[config.mk]
export PLATFORM = sky130hd
export DESIGN_NAME = ladner_fischer32
export DESIGN_NICKNAME = d
export VERILOG_FILES = /design/src/rtl/ladner_fischer_pkg.sv /design/src/rtl/lf_prefix_cell.sv /design/src/rtl/ladner_fischer32.sv
export SDC_FILE = /design/constraint.sdc
export NUM_CORES = 1
export LEC_CHECK = 0
export ABC_AREA = 1
export BUFFER_PORTS_ARGS = -buffer_cell sky130_fd_sc_hd__buf_2
export CORE_MARGIN = 10
export CORE_UTILIZATION = 40
export CTS_BUF_LIST = sky130_fd_sc_hd__clkbuf_4 sky130_fd_sc_hd__clkbuf_8
export DETAILED_ROUTE_END_ITERATION = 8
export HOLD_SLACK_MARGIN = 0.02
export PLACE_DENSITY = 0.7
export SETUP_SLACK_MARGIN = 0.3
export SYNTH_ARGS = -nofsm -noshare
export SYNTH_HDL_FRONTEND = slang
export SYNTH_SLANG_ARGS = --single-unit
[constraint.sdc]
create_clock -name clk -period 0.8 [get_ports clk]
set_input_delay 0.04 -clock clk [delete_from_list [all_inputs] [get_ports clk]]
set_output_delay 0.04 -clock clk [all_outputs]
set_load 0.05 [all_outputs]
[src/rtl/ladner_fischer_pkg.sv]
// ============================================================================
//  ladner_fischer_pkg : shared constants and index helper for the LF adder
//  Revision 1.0
// ============================================================================
`default_nettype none

package ladner_fischer_pkg;

  localparam int WIDTH  = 32;
  localparam int LEVELS = 5;

  // Index of the right-hand (lower) operand feeding node i at level k
  function automatic int lf_lo_index(input int i, input int k);
    return ((i >> (k - 1)) << (k - 1)) - 1;
  endfunction

endpackage

`default_nettype wire

[src/rtl/lf_prefix_cell.sv]
// ============================================================================
//  lf_prefix_cell : (G,P) o (G',P') prefix operator, black or gray variant
//  Revision 1.0
// ============================================================================
`default_nettype none

module lf_prefix_cell #(
  parameter bit HAS_P = 1'b1
) (
  input  logic g_hi_i,
  input  logic p_hi_i,
  input  logic g_lo_i,
  input  logic p_lo_i,
  output logic g_o,
  output logic p_o
);

  assign g_o = g_hi_i | (p_hi_i & g_lo_i);

  generate
    if (HAS_P) begin : g_black
      assign p_o = p_hi_i & p_lo_i;
    end else begin : g_gray
      // Group already reaches bit 0 / cin, so its propagate is never consumed
      assign p_o = 1'b0;
    end
  endgenerate

endmodule

`default_nettype wire

[src/rtl/ladner_fischer32.sv]
// ============================================================================
//  ladner_fischer32 : registered 32-bit adder, Ladner-Fischer carry network
//  Revision 1.0
// ============================================================================
`default_nettype none

module ladner_fischer32 #(
  parameter int WIDTH  = ladner_fischer_pkg::WIDTH,
  parameter int LEVELS = ladner_fischer_pkg::LEVELS
) (
  input  logic             clk,
  input  logic             rst_n,
  input  logic [WIDTH-1:0] a,
  input  logic [WIDTH-1:0] b,
  input  logic             cin,
  output logic [WIDTH-1:0] s,
  output logic             cout
);

  import ladner_fischer_pkg::*;

  logic [WIDTH-1:0] w_g [0:LEVELS];
  logic [WIDTH-1:0] w_p [0:LEVELS];
  logic [WIDTH-1:0] w_prop;
  logic [WIDTH-1:0] w_carry;
  logic [WIDTH-1:0] s_d, s_q;
  logic             cout_d, cout_q;

  assign w_prop = a ^ b;

  generate
    for (genvar i = 0; i < WIDTH; i++) begin : g_pre
      if (i == 0) begin : g_cin
        // cin folded in as the position -1 generate term
        lf_prefix_cell #(.HAS_P(1'b0)) u_cell (
          .g_hi_i (a[0] & b[0]),
          .p_hi_i (w_prop[0]),
          .g_lo_i (cin),
          .p_lo_i (1'b0),
          .g_o    (w_g[0][0]),
          .p_o    (w_p[0][0])
        );
      end else begin : g_bit
        assign w_g[0][i] = a[i] & b[i];
        assign w_p[0][i] = w_prop[i];
      end
    end

    for (genvar k = 1; k <= LEVELS; k++) begin : g_level
      for (genvar i = 0; i < WIDTH; i++) begin : g_col
        if (((i >> (k - 1)) % 2) == 1) begin : g_node
          localparam int J = lf_lo_index(i, k);
          lf_prefix_cell #(.HAS_P(i >= (1 << k))) u_cell (
            .g_hi_i (w_g[k-1][i]),
            .p_hi_i (w_p[k-1][i]),
            .g_lo_i (w_g[k-1][J]),
            .p_lo_i (w_p[k-1][J]),
            .g_o    (w_g[k][i]),
            .p_o    (w_p[k][i])
          );
        end else begin : g_pass
          assign w_g[k][i] = w_g[k-1][i];
          assign w_p[k][i] = w_p[k-1][i];
        end
      end
    end
  endgenerate

  assign w_carry = {w_g[LEVELS][WIDTH-2:0], cin};
  assign s_d     = w_prop ^ w_carry;
  assign cout_d  = w_g[LEVELS][WIDTH-1];

  always_ff @(posedge clk or negedge rst_n) begin
    if (!rst_n) begin
      s_q    <= '0;
      cout_q <= 1'b0;
    end else begin
      s_q    <= s_d;
      cout_q <= cout_d;
    end
  end

  assign s    = s_q;
  assign cout = cout_q;

endmodule

`default_nettype wire

==> results.md, run 1 <==
* IR drop worst, VDD at 1.03 mV
* DRT iter0 DRCs at 36
* Row count at 29
* Final setup viols at 65
* CP endpoint kind: flop
* Routed Antenna Nets at 0
* # Max-Cap Violations at 0
* Main combinational cell family by area after synthesis: simple AND/OR/NAND/NOR gates
* Fin crit period at 1.48 ns
* Hold path cells at 2
* Final net count at 605
* CTS Buffer Depth at 2
* Register area share after synthesis at 0.323
* CTS tree: done
* Pwr dens at 1850 nW/µm²
* Startpoint types: input port
* Input/output buffers at 99
* Setup WS pre-CTS at -1.12 ns
* Root buffer cell: clkbuf_8
* Fillers at 504
* Post-Synth XOR/XNOR Area at 0.0377
* Vias/cell at 4.56
* Overall Global Routing Usage at 0.147
* Num CTS Buffers at 5
* Synth Area in Compound Gates at 0.0646
* Ant. Diodes at 0
* Synth cell types at 23
* Die footprint at 9980 µm²
* RSZ-0062 raised after global routing: yes
* Slack of the critical path at -0.679 ns
* Yosys reg bits at 33
* Layout cell share with drive strength beyond 1 at 0.539
* Fin crit share at 1.85
* Worst-Margin Slew at 0.344 ns
* First-pass GRT wire length at 12.3 mm
* Clock transition at the registers of the reported paths at 0.09 ns
* Hold-critical path endpoint: s[1]$_DFF_PN0_
* Max_slew headroom at 0.769
* WL final at 7.34 mm
* Total number of yosys warnings at 0
* Sink Count at 33
* Synth Area in Adders at 0.194
* DR DRC count at 0
* Area Growth Syn to Fin at 65.7%
* Largest net degree at the start of global routing at 34
* Status: finished, violations left
* Worst path arrival time at 1.67 ns
* Initial Utilization at 0.407
* Leak at 2.45 nW
* Drt first pass iters at 4
* Fmax at 676 MHz
* Routability-driven placement congestion ratio at 0.786
* Core ar. at 6280 µm²
* Non-Filler Instances at 580
* Initial antenna violation count at 0
* Pins Over Slew Limit at 0
* Worst Path Required at 0.99 ns
* Max H-tree Level at 2
* Post-Synth Simple-Gate Area at 0.282
* Chip height at 99.9 µm
* Routed vias at 2645
* Total Power at 7.83 mW
* Fin. Hold Viols at 0
* Mapped Nets at 442
* Dpl hpwl at 5.73 mm
* # IOs at 100
* Violated checks: setup timing
* Tightest Hold Check Type: input port to flop
* Avg Inst Size Synth at 7.54 µm²
* Post-synthesis mux area share at 0
* Largest fanout on the critical path at 3
* Die width at 99.9 µm
* Vias in the first global route at 2887
* Gr ovfl total at 0
* Worst hold start: b[1]
* Mapped Cells at 339
* WS Path Type: input port to flop
* Wirelength per Cell at 12.7 µm
* Placed cells at 569
* Syn Std Cell Area at 2550 µm²
-- where the power goes --
part / switching [mW] / internal [mW] / total, mW
clock: 0.711 / 0.933 / 1.64
sequential: 0.163 / 2.04 / 2.20
combinational: 2.38 / 1.61 / 3.99
-- layer usage --
| metal | up-vias | track usage | share of wire |
|---|---|---|---|
| li1 | 1370 | - | - |
| met5 | - | 0 | 0 |
| met1 | 1191 | 0.148 | 0.38 |
| met4 | 0 | 0.0485 | 0.018 |
| met2 | 73 | 0.277 | 0.54 |
| met3 | 11 | 0.0453 | 0.067 |
-- area by class of cell --
type                            instances  area (µm²)  share of cell area
Sequential cell                        33         865               0.204
Inverter                               62         253              0.0597
Multi-Input combinational cell        243        1710               0.403
Clock inverter                          3        46.3              0.0109
Tap cell                               77        96.3              0.0228
Timing Repair Buffer                  157        1200               0.283
Clock buffer                            5        68.8              0.0163
-- through the flow --
stage	utilization	hold WS, ns	cell area (µm²)	TNS, ns
global route	0.674	0.0492	4230	-23.34
floorplan	-	-0.256	2660	-20.05
finish	0.674	0.0538	4230	-19.47
global placement	0.582	0.0151	3650	-29.32
CTS	0.659	0.0500	4140	-19.62
detailed placement	0.582	0.0163	3650	-30.46
-- sequential cells by signal, summed over array words and instances (netlist names) --
register,flops
s,32
cout,1
-- worst max path at each step --
stage	startpoint	to	slack, ns	cells after the start
global placement	a[0]	s[8]$_DFF_PN0_	-1.08	12
CTS	b[0]	s[8]$_DFF_PN0_	-0.68	12
global route	b[0]	s[17]$_DFF_PN0_	-0.76	13
finish	b[0]	s[17]$_DFF_PN0_	-0.68	13
detailed placement	a[0]	s[8]$_DFF_PN0_	-1.12	12
floorplan	a[0]	s[17]$_DFF_PN0_	-0.98	13
-- synth_stat cells, drive strengths merged --
library cell / count / share of area
nand2: 119 / 0.19
inv: 62 / 0.091
dfrtp: 33 / 0.32
ha: 30 / 0.15
a21oi: 27 / 0.056
nor2: 22 / 0.033
nand3: 19 / 0.039
xor2: 7 / 0.024
fa: 6 / 0.047
nor3: 5 / 0.014
xnor2: 4 / 0.014
a21boi: 1 / 0.0029
a21o: 1 / 0.0029
buf: 1 / 0.0078
o21bai: 1 / 0.0029
or2: 1 / 0.0025
-- kinds of logic (layout without fill, tap and decap cells) --
| family | count (synthesis) | in the layout |
|---|---|---|
| and+or+nand+nor | 166 | 166 |
| xor gates and xnor gates | 11 | 11 |
| buffers and inverters | 63 | 227 |
| DFF | 33 | 33 |
| adders and majority gates | 36 | 36 |
| AOI/OAI and AO/OA | 30 | 30 |
-- timing repair --
item                                   4_1_cts  5_1_grt
buffers inserted                             2        0
endpoints found under the hold margin       33        0
gates resized for setup                    102       31
hold buffers                                 1        0
setup endpoints to repair                   66       66
pin swaps                                   10       10
-- cells in the final DEF, fill, tap and decap left out, types with 2 or more instances in the layout --
cell	count
buf_2	63
ha_1	30
nor3_2	2
clkbuf_8	5
buf_12	2
fa_2	6
buf_4	54
inv_2	4
nand2_1	80
nor2_1	20
nand2_2	24
nand3_2	12
dfrtp_2	31
buf_8	3
a21oi_2	6
xor2_1	7
xnor2_1	4
buf_6	34
nand3_1	7
nor2_2	2
nand2_4	15
inv_1	55
dfrtp_1	2
nor3_1	2
a21oi_1	21
-- critical path, cell delays in order --
cell and delay (ns):
buf_8 0.10, inv_4 0.04, fa_2 0.19, inv_2 0.04
fa_2 0.34, nand2_2 0.07, nand2_2 0.06, nand3_2 0.08
nand2_4 0.07, nand2_4 0.06, nand2_4 0.07, fa_2 0.36
xor2_1 0.16
(Power assumes the default switching activity.)
==> run 2, diff against run 1 <==
BUFFER_PORTS_ARGS = not set   (was -buffer_cell sky130_fd_sc_hd__buf_2)
DONT_BUFFER_PORTS = 1   (was not set)
PLACE_DENSITY = not set   (was 0.7)
==> run 2 against run 1 <==
The run ends with hold timing, setup timing left. First-iteration DRC count fell by 22%. Fmax rose by 6.3%. Wire length is 12% lower. Worst hold slack worse by 0.62 ns. Final cell count fell by 17%. Clock power increased by 2%. Non-clock buffer count fell by 101. Combinational power down 49%. Critical path depth fell by 2. Final area shrank 17%. Sequential share of layout area is 4.1 points higher. Largest cell class unchanged.
==> results.md, run 2 (synthesis gave the netlist of run 1 again) <==
* Violated checks: hold timing, setup timing (was setup timing)
* Dpl hpwl at 5.29 mm (was 5.73 mm)
* Max_slew headroom at 0.778 (was 0.769)
* Final Util at 0.562 (was 0.674)
* Leak at 1.97 nW (was 2.45 nW)
* Sw frac at 0.424 (was 0.416)
* Non-Filler Instances at 479 (was 580)
* DRT iter0 DRCs at 28 (was 36)
* Routed vias at 2306 (was 2645)
* Startpoint types: input port (unchanged)
* WL final at 6.49 mm (was 7.34 mm)
* Largest fanout on the critical path at 4 (was 3)
* Die width at 99.9 µm (unchanged)
* Commonest non-fill, non-tap cell in the layout: nand2_1 (unchanged)
* Input/output buffers at 0 (was 99)
* Clk pwr share at 0.240 (was 0.210)
* Fmax at 719 MHz (was 676 MHz)
* Fin. Hold Viols at 36 (was 0)
* Routed Antenna Nets at 0 (unchanged)
* Pins Over Slew Limit at 0 (unchanged)
* Total Power at 7.00 mW (was 7.83 mW)
* Worst Path Required at 0.99 ns (about the same)
* Comb pwr share at 0.289 (was 0.509)
* Fin crit period at 1.39 ns (was 1.48 ns)
* Fin crit share at 1.74 (was 1.85)
* Root buffer cell: clkbuf_8 (unchanged)
* Setup WS pre-CTS at -0.973 ns (was -1.12 ns)
* Sink Count at 33 (unchanged)
* CTS Buffer Depth at 2 (unchanged)
* Overall Global Routing Usage at 0.128 (was 0.147)
* Clock transition at the registers of the reported paths at 0.08 ns (was 0.09 ns)
* Slack of the critical path at -0.591 ns (was -0.679 ns)
* WS Path Type: input port to flop (unchanged)
* First-pass GRT wire length at 10.5 mm (was 12.3 mm)
* Final setup viols at 64 (was 65)
* Core ar. at 6280 µm² (unchanged)
* Status: finished, violations left (unchanged)
* Final net count at 504 (was 605)
* Vias in the first global route at 2306 (was 2887)
* Placed cells at 464 (was 569)
* Pwr dens at 1990 nW/µm² (was 1850 nW/µm²)
* Worst setup startpoint: a[0] (was b[0])
* Row count at 29 (unchanged)
* Most frequent cells in the layout: 85 x nand2_1, 53 x inv_1, 48 x buf_4 (was 80 x nand2_1, 63 x buf_2, 55 x inv_1)
* Hold WS at -0.565 ns (was 0.0538 ns)
* Sequential share of power at 0.471 (was 0.281)
* Initial antenna violation count at 0 (unchanged)
* Max H-tree Level at 2 (unchanged)
* CTS tree: done (unchanged)
* Die footprint at 9980 µm² (unchanged)
* Num CTS Buffers at 5 (unchanged)
* Max reg flops at 32 (unchanged)
* Worst path arrival time at 1.58 ns (was 1.67 ns)
* Area Growth Syn to Fin at 38.0% (was 65.7%)
* Tightest Hold Check Type: input port to asynchronous set/reset pin (was input port to flop)
* Layout cell share with drive strength beyond 1 at 0.418 (was 0.539)
* Sw power at 2.97 mW (was 3.26 mW)
* # IOs at 100 (unchanged)
* Total Neg Setup Slack at -16.18 ns (was -19.47 ns)
* Cell internal pwr at 4.03 mW (was 4.58 mW)
* Routability-driven placement congestion ratio at 0.781 (was 0.786)
* DR DRC count at 0 (unchanged)
* Drt first pass iters at 4 (unchanged)
* Gr ovfl total at 0 (unchanged)
* Design area at 3530 µm² (was 4230 µm²)
* Vias/cell at 4.81 (was 4.56)
* Chip height at 99.9 µm (unchanged)
* # Max-Cap Violations at 0 (unchanged)
* CP endpoint kind: flop (unchanged)
* Initial Utilization at 0.407 (unchanged)
* Area post-placement at 3130 µm² (was 3650 µm²)
* IR drop worst, VDD at 1.13 mV (was 1.03 mV)
* Worst-Margin Slew at 0.330 ns (was 0.344 ns)
* Wirelength per Cell at 13.5 µm (was 12.7 µm)
* Ant. Diodes at 0 (unchanged)
* Largest net degree at the start of global routing at 34 (unchanged)
* RSZ-0062 raised after global routing: yes (unchanged)
-- run 2: layer usage --
metal	global-route usage	part of all wire
met1	0.130	0.36
met4	0.0430	0.013
met3	0.0591	0.097
met5	0	0
met2	0.225	0.53
-- run 2: how the worst max path moves through the flow --
stage	endpoint
floorplan	s[17]$_DFF_PN0_
global placement	s[8]$_DFF_PN0_
detailed placement	s[8]$_DFF_PN0_
CTS	s[8]$_DFF_PN0_
global route	s[8]$_DFF_PN0_
finish	s[8]$_DFF_PN0_
-- run 2: critical path, stage by stage --
cell and delay (ns):
inv_12 0.01, fa_2 0.36, inv_2 0.06, fa_2 0.20
nand2_2 0.06, nand2_2 0.06, nand3_2 0.08, nand2_4 0.10
inv_2 0.04, fa_2 0.52, inv_2 0.03
-- run 2: timing repair --
action | CTS | global route
pin swaps | 9 | 10
resized for setup | 32 | 31
setup buffers | 6 | 1
setup endpoints to repair | 65 | 65
gates cloned | 0 | 0
endpoints found under the hold margin | 39 | 38
-- run 2: power by group through the flow --
| stage | clock network (mW) | logic, mW | registers (mW) |
|---|---|---|---|
| after floorplan | 0 | 1.07 | 3.33 |
| after global placement | 0 | 1.70 | 3.35 |
| after detailed placement | 0 | 1.76 | 3.35 |
| after CTS | 1.74 | 1.90 | 3.32 |
| after global routing | 1.81 | 2.27 | 3.35 |
| final | 1.68 | 2.03 | 3.30 |
-- run 2: area by class of cell --
| class | count | area [µm²] |
|---|---|---|
| Inverter | 62 | 253 |
| Clock buffer | 6 | 82.6 |
| Tap cell | 77 | 96.3 |
| Clock inverter | 2 | 37.5 |
| Fill cell | 574 | 2750 |
| Multi-Input combinational cell | 243 | 1720 |
| Timing Repair Buffer | 56 | 477 |
| Sequential cell | 33 | 865 |
